<file path="config.mk">
export PLATFORM = sky130hd
export DESIGN_NAME = unidade_pc
export DESIGN_NICKNAME = d
export VERILOG_FILES = /design/src/rtl/unidade_pc.sv
export SDC_FILE = /design/constraint.sdc
export NUM_CORES = 1
export LEC_CHECK = 0
export ABC_AREA = 1
export BUFFER_PORTS_ARGS = -buffer_cell sky130_fd_sc_hd__buf_2
export CAP_MARGIN = 5
export CORE_UTILIZATION = 45
export DETAILED_ROUTE_END_ITERATION = 8
export GPL_TIMING_DRIVEN = 0
export PLACE_DENSITY = 0.77
export SLEW_MARGIN = 10
export SYNTH_ARGS = -nofsm -noshare
export SYNTH_HDL_FRONTEND = slang
export SYNTH_SLANG_ARGS = --single-unit
</file>
<file path="constraint.sdc">
create_clock -name clock -period 1.3 [get_ports clock]
set_input_delay 0.065 -clock clock [delete_from_list [all_inputs] [get_ports clock]]
set_output_delay 0.065 -clock clock [all_outputs]
set_load 0.01 [all_outputs]
</file>
<file path="src/rtl/unidade_pc.sv">
// Program-counter sequencer for the control unit: selects the next PC from flow-control decode
// and enforces the OS preemption quantum by forcing a jump to the OS vector.
//
// state  | meaning
// EXEC   | fetching one instruction per cycle, quantum counting
// ESPERA | halted on status, waits for a new confirma rising edge
module unidade_pc #(
    parameter int PC_W      = 10,
    parameter int QUANTUM   = 64,
    parameter int OS_VECTOR = 0
) (
    input  logic            clock,
    input  logic            reset,
    input  logic            desvio,
    input  logic            jump_reg,
    input  logic            branch,
    input  logic            branch_tipo,
    input  logic            ula_zero,
    input  logic            status,
    input  logic            confirma,
    input  logic            muda_processo,
    input  logic [PC_W-1:0] imediato,
    input  logic [PC_W-1:0] reg_alvo,
    input  logic [PC_W-1:0] ctx_pc,
    input  logic            preempt_en,
    output logic [PC_W-1:0] pc,
    output logic [PC_W-1:0] pc_link,
    output logic [PC_W-1:0] pc_salvo,
    output logic            preempcao,
    output logic            parado
);

    localparam int CNT_W = $clog2(QUANTUM);
    localparam logic [CNT_W-1:0] CNT_LAST = CNT_W'(QUANTUM - 1);
    localparam logic [PC_W-1:0]  OS_PC    = PC_W'(OS_VECTOR);

    typedef enum logic {
        EXEC   = 1'b0,
        ESPERA = 1'b1
    } state_t;

    state_t            state_q;
    logic [PC_W-1:0]   pc_q;
    logic [PC_W-1:0]   salvo_q;
    logic [CNT_W-1:0]  cnt_q;
    logic              conf_q;
    logic              pre_q;
    logic              parado_q;

    logic [PC_W-1:0]   pc_inc;
    logic [PC_W-1:0]   pc_nominal_d;
    logic              branch_ok;
    logic              expira;
    logic              conf_rise;

    assign pc_inc    = pc_q + PC_W'(1);
    assign branch_ok = branch & (branch_tipo ? ~ula_zero : ula_zero);
    assign expira    = preempt_en & (cnt_q == CNT_LAST);
    assign conf_rise = confirma & ~conf_q;

    // Where the program would have gone had no preemption happened; this is the resume PC.
    always_comb begin
        pc_nominal_d = pc_inc;
        if (desvio && jump_reg) begin
            pc_nominal_d = reg_alvo;
        end else if (desvio) begin
            pc_nominal_d = imediato;
        end else if (branch_ok) begin
            pc_nominal_d = imediato;
        end
    end

    always_ff @(posedge clock or negedge reset) begin
        if (!reset) begin
            state_q  <= EXEC;
            pc_q     <= '0;
            salvo_q  <= '0;
            cnt_q    <= '0;
            conf_q   <= 1'b0;
            pre_q    <= 1'b0;
            parado_q <= 1'b0;
        end else begin
            conf_q <= confirma;
            pre_q  <= 1'b0;
            case (state_q)
                EXEC: begin
                    if (status) begin
                        state_q  <= ESPERA;
                        parado_q <= 1'b1;
                        if (!preempt_en) cnt_q <= '0;
                    end else if (muda_processo) begin
                        pc_q  <= ctx_pc;
                        cnt_q <= '0;
                    end else if (expira) begin
                        salvo_q <= pc_nominal_d;
                        pc_q    <= OS_PC;
                        pre_q   <= 1'b1;
                        cnt_q   <= '0;
                    end else begin
                        pc_q  <= pc_nominal_d;
                        cnt_q <= preempt_en ? cnt_q + CNT_W'(1) : '0;
                    end
                end
                ESPERA: begin
                    if (!preempt_en) cnt_q <= '0;
                    if (conf_rise) begin
                        pc_q     <= pc_inc;
                        state_q  <= EXEC;
                        parado_q <= 1'b0;
                    end
                end
                default: begin
                    state_q  <= EXEC;
                    parado_q <= 1'b0;
                end
            endcase
        end
    end

    assign pc        = pc_q;
    assign pc_link   = pc_inc;
    assign pc_salvo  = salvo_q;
    assign preempcao = pre_q;
    assign parado    = parado_q;

endmodule

</file>
# Yosys cells after proc, flatten, opt, wreduce, memory -nomap -nowiden
# Index checks and enable logic that the tools add are counted.
# W data, S select, Z words.
# totals
register_bits	30
output_inout_bits	32
inputBits	41
# classes
addsub	2
bitwise	8
n_reduce_logical	4
mux	25
eq_ne	4
# ops
op	count
$mux W10	7
$mux W6	5
$pmux W10 S2	1
$pmux W6 S2	1
$add A10 B1 Y10 const B	1
$mux W1	9
$add A6 B1 Y6 const B	1
$eq A6 B6 Y1 const B	1
$not A1 Y1	5
$ne A2 B2 Y1 const B	2
$pmux W1 S2	2
$reduce_and A2 Y1	2
$reduce_and A4 Y1	1
$and A1 B1 Y1	3
$ne A2 B1 Y1 const B	1
$logic_and A1 B1 Y1	1

# Depth between registers and ports, before layout
# logic_depth
word_depth	10
ltp_mapped	11
depth_no_buf	11

# Worst setup path before layout
# Ideal clock, no wire load.
# synth_path
path_type	reg-to-reg
from	register pc_q[0] (netlist: pc[0])
to	register pc_q[8] (netlist: pc[8])
path_stages_with_launch	11
path_buffers	0
synth_period_minus_slack_ps	1491
setup_ps	116
required_time_ps	1184
slack_ps	-191
t_arrival_ps	1375
path_cell_list	dfrtp_1 -> ha_1 -> nand3_2 -> nor2_4 -> nand2_1 -> nand2_2 -> nand2_2 -> o21ai_1 -> inv_1 -> nand2_1 -> nand2_1
# synth_between
elab_chain_len	8
elab_cells_between_ends	9
cone_classes	add/sub (1); mux (8)
# synth_rtl
item	line_no	text
start: declaration	43	logic [PC_W-1:0] pc_q;
start signal: assignment	92	pc_q <= ctx_pc;
start signal: assignment	100	pc_q <= pc_nominal_d;
start signal: assignment	107	pc_q <= pc_inc;
$add A10 B1 Y10 (*)	56	assign pc_inc = pc_q + PC_W'(1);
net pc_link[8]	27	output logic [PC_W-1:0] pc_link,
$mux W10	68	end else if (branch_ok) begin
$mux W10	66	end else if (desvio) begin
$mux W10	64	if (desvio && jump_reg) begin
$mux W10	94	end else if (expira) begin
$mux W10	91	end else if (muda_processo) begin
$mux W10	87	if (status) begin
$pmux W10 S2 (*)	85	case (state_q)
# The timed path passes the listed nets; every way through them passes the cells marked *. The select of a mux whose other input is x is not followed.
# A chain may end at the register's enable or synchronous reset.

# Worst setup path in the final report
# layout_path
from	register cnt_q[0]
to	register salvo_q[7] (netlist: pc_salvo[7])
# layout_between
elab_chain_len	3
# layout_rtl
item	line_no	text
start: declaration	45	logic [CNT_W-1:0] cnt_q;
start signal: assignment	101	cnt_q <= preempt_en ? cnt_q + CNT_W'(1) : '0;
$eq A6 B6 Y1	58	assign expira = preempt_en & (cnt_q == CNT_LAST);
$and A1 B1 Y1	58	
$reduce_and A4 Y1 (no line)	n/a	
end signal: assignment	95	salvo_q <= pc_nominal_d;
end: declaration	44	logic [PC_W-1:0] salvo_q;
# Every way passes these cells.

==> results.rst <==
.. list-table::
   :header-rows: 1

   * - Metric
     - Value
   * - Outcome
     - finished with violations
   * - Violated checks
     - negative setup slack
   * - Unrepaired setup endpoints after global routing
     - true
   * - Least setup slack across all paths after layout
     - -293 ps
   * - CTS tree
     - done
   * - Placement-stage cell area
     - 2470 µm²
   * - Filler Cells Inserted
     - 317
   * - Vias/cell
     - 5.16
   * - Number of antenna violations at the first check in global routing
     - 0
   * - Data required time of the critical path
     - 1530 ps
   * - Area of the core
     - 4140 µm²
   * - Final core area utilization
     - 73.4%
   * - Slew Viols, Final
     - 0
   * - Yosys synthesis warning count
     - 0
   * - Count of endpoints failing hold in the final timing report
     - 0
   * - Synth area leaders
     - dfrtp_1 37%, nand2_1 21%, inv_1 6.0%
   * - Routed WL
     - 6410 µm
   * - Gate Count Post-Synth
     - 299
   * - Number of CTS-inserted buffers
     - 5
   * - Gp weighted congestion
     - 0.831
   * - Storage element area
     - 758 µm²
   * - Average instance area after synthesis
     - 6.72 µm²
   * - Row cnt
     - 23
   * - Arrival time worst endpoint
     - 1820 ps
   * - Routed vias
     - 2,358
   * - Total inserted antenna cells
     - 0
   * - Share of layout cells above drive strength 1
     - 43.2%
   * - Synthesis-to-finish area growth
     - 51.2%
   * - Source-to-sink clock delay at the later pin of the worst-skew pair
     - 290 ps
   * - Sequential-to-total area share from yosys stat
     - 37.3%
   * - Most common flop cell mapped by yosys
     - dfrtp_1
   * - Max-Cap Viols
     - 0
   * - Clock root buffer master
     - clkbuf_8
   * - Crit end category
     - register
   * - Initial detailed-routing violation count
     - 154
   * - Asr flop ratio synth
     - 100%
   * - Vias in the first global route
     - 2,090
   * - Number of buffers on the longest clock path
     - 2
   * - Number of flip-flops and latches in the synthesized netlist
     - 30
   * - Kind of critical path
     - reg2reg
   * - Crit Path Max Fanout
     - 5
   * - Total Routing Usage GR
     - 26.5%
   * - Average wire length per cell after detail routing
     - 14.0 µm
   * - Power density of the placed cells
     - 1450 nW/µm²
   * - Number of cells traversed by the worst hold path
     - 3
   * - Detailed Place HPWL
     - 4080 µm
   * - Unique masters post-synth
     - 28
   * - Post-synthesis instance area
     - 2010 µm²
   * - Multi-input logic area
     - 1280 µm²
   * - Detailed route wirelength on metal3
     - 484 µm
   * - Drt drc
     - 0
   * - Largest voltage drop on the vdd net
     - 902 µV
   * - Slew at the pin with the worst max-slew slack
     - 705 ps
   * - Number of nets with antenna violations after detailed routing
     - 0
   * - Share of the synthesized area in the top cell type
     - 37.3%
   * - Most frequent standard cell in the layout excluding fill and tap cells
     - nand2_1
   * - Highest signal layer in the routed design
     - met4
   * - Chip Height
     - 68.8 µm
   * - FMAX
     - 628 MHz
   * - Static power due to leakage
     - 1.68 nW
   * - Depth of the most critical reg-to-reg path
     - 10
   * - Post-synthesis cell type with the largest combined area
     - dfrtp_1
   * - Die span in x
     - 68.8 µm
   * - Commonest cells after routing, fill and taps aside
     - 98 x nand2_1, 66 x buf_2, 31 x inv_1
   * - IO Count
     - 73
   * - Startpoint type of the worst setup path
     - register
   * - Pin count of the biggest net entering global routing
     - 31
   * - Clock transition at path regs
     - 70 ps
   * - Routed length on met1
     - 2650 µm
   * - Worst min-delay path category
     - in2reg
   * - Starting Density
     - 48.5%
   * - Number of synthesized flops with an enable pin
     - 0
   * - Final Critical Period
     - 1590 ps
   * - Period Utilization, post-route
     - 123%
   * - Clock Sink Count
     - 30
   * - First-pass detailed-route iteration total
     - 4
   * - First-pass GRT wire length
     - 9030 µm
   * - Aggregate global routing overflow
     - 0
   * - NumNets Final
     - 449
   * - Routed wl met2
     - 3110 µm
   * - Number of levels in the clock H-tree
     - 2
   * - Final setup vio count
     - 34
   * - Normalized max-slew margin
     - 53.0%
   * - Port buffer count
     - 72
   * - Non-Filler Cell Area, Final
     - 3040 µm²
   * - Setup slack on the worst flop-to-flop path
     - -290 ps
   * - Worst clock skew
     - 7.84 ps
   * - Post-Synthesis Net Count
     - 342
   * - Area enclosed by the die boundary
     - 4740 µm²
power by group:
part / total, mW / switching [mW] / leakage (nW) / internal, mW
clock network: 0.806 / 0.379 / 0.0482 / 0.427
logic: 2.26 / 1.17 / 1.24 / 1.09
registers: 1.34 / 0.252 / 0.389 / 1.09
total: 4.40 / 1.80 / 1.68 / 2.60
cell families (layout without fill, tap and decap cells):
kind of cell,Yosys count,in the layout,synth area share (%)
simple gates,185,185,41.0
buf+inv,42,150,9.77
compound gates,38,38,9.77
flops,30,30,37.3
fa+ha+maj,2,2,1.24
xor+xnor,2,2,0.871
per-layer routing:
metal	vias up	GRT usage (%)
met5	-	0
met4	0	11.2
met3	20	5.76
met2	113	45.4
met1	1073	31.7
li1	1152	-
path summary, 6_finish.rpt:
path,end,startpoint
hold reg to reg,pc_salvo[1],pc_salvo[1]
setup / recovery,pc_salvo[7],cnt_q[0]
max in group asynchronous,pc[0],reset
min in group asynchronous,pc[8],reset
hold / removal,cnt_q[2],preempt_en
setup reg to reg,pc_salvo[7],cnt_q[0]
per-stage QoR:
| step | setup WS, ps | power [mW] | TNS [ps] | cells | hold WS [ps] |
|---|---|---|---|---|---|
| 2_1_floorplan | -143 | 2.14 | -1550 | 299 | -231 |
| 3_5_place_dp | -282 | 2.70 | -4910 | 421 | 156 |
| 3_3_place_gp | -248 | 2.68 | -4120 | 421 | 148 |
| 5_1_grt | -383 | 4.64 | -9470 | 457 | 39.4 |
| 6_report | -293 | 4.40 | -7040 | 457 | 41.1 |
| 4_1_cts | -267 | 4.09 | -6130 | 452 | 35.4 |
critical path: stages, from the launching register on:
cell and delay, ps:
dfrtp_1 390, ha_2 230, nand2_4 70, nor2_4 110
nand2_2 80, nor2_4 130, inv_2 70, nor2_4 160
buf_6 150, nand3_1 70, nand2_1 80
Yosys cell counts (2+ instances only):
cell / count
o21ai_0: 9
dfrtp_1: 30
nand2_2: 12
nor2_4: 3
inv_2: 3
nand3b_1: 3
inv_1: 32
nor2_1: 21
nand3_1: 21
buf_6: 3
o21ai_1: 6
nand2_1: 113
o22ai_1: 3
nor2_2: 5
a21oi_1: 19
ha_1: 2
nand3_2: 3
layout make-up:
type	instances	share of cell area (%)
Clock buffer	7	2.84
Multi-Input combinational cell	227	42.1
Sequential cell	30	24.9
Inverter	36	4.53
Clock inverter	1	0.165
Timing Repair Buffer	100	21.4
Buffer	6	2.02
Tap cell	50	2.06
state kept, by name, indices dropped and copies added (netlist names):
name / cells
conf_q: 1
pc_salvo: 10
state_q: 1
preempcao: 1
pc: 10
parado: 1
cnt_q: 6
timing repair:
| item | in CTS | in global routing |
|---|---|---|
| hold endpoints to repair | 31 | 0 |
| setup endpoints to repair | 34 | 35 |
| hold buffers | 2 | 0 |
| cloned | 2 | 0 |
| setup buffers | 19 | 5 |
| pin swaps | 17 | 20 |
| gates resized for setup | 36 | 26 |
Note: power is estimated with default switching activity, not from simulation.
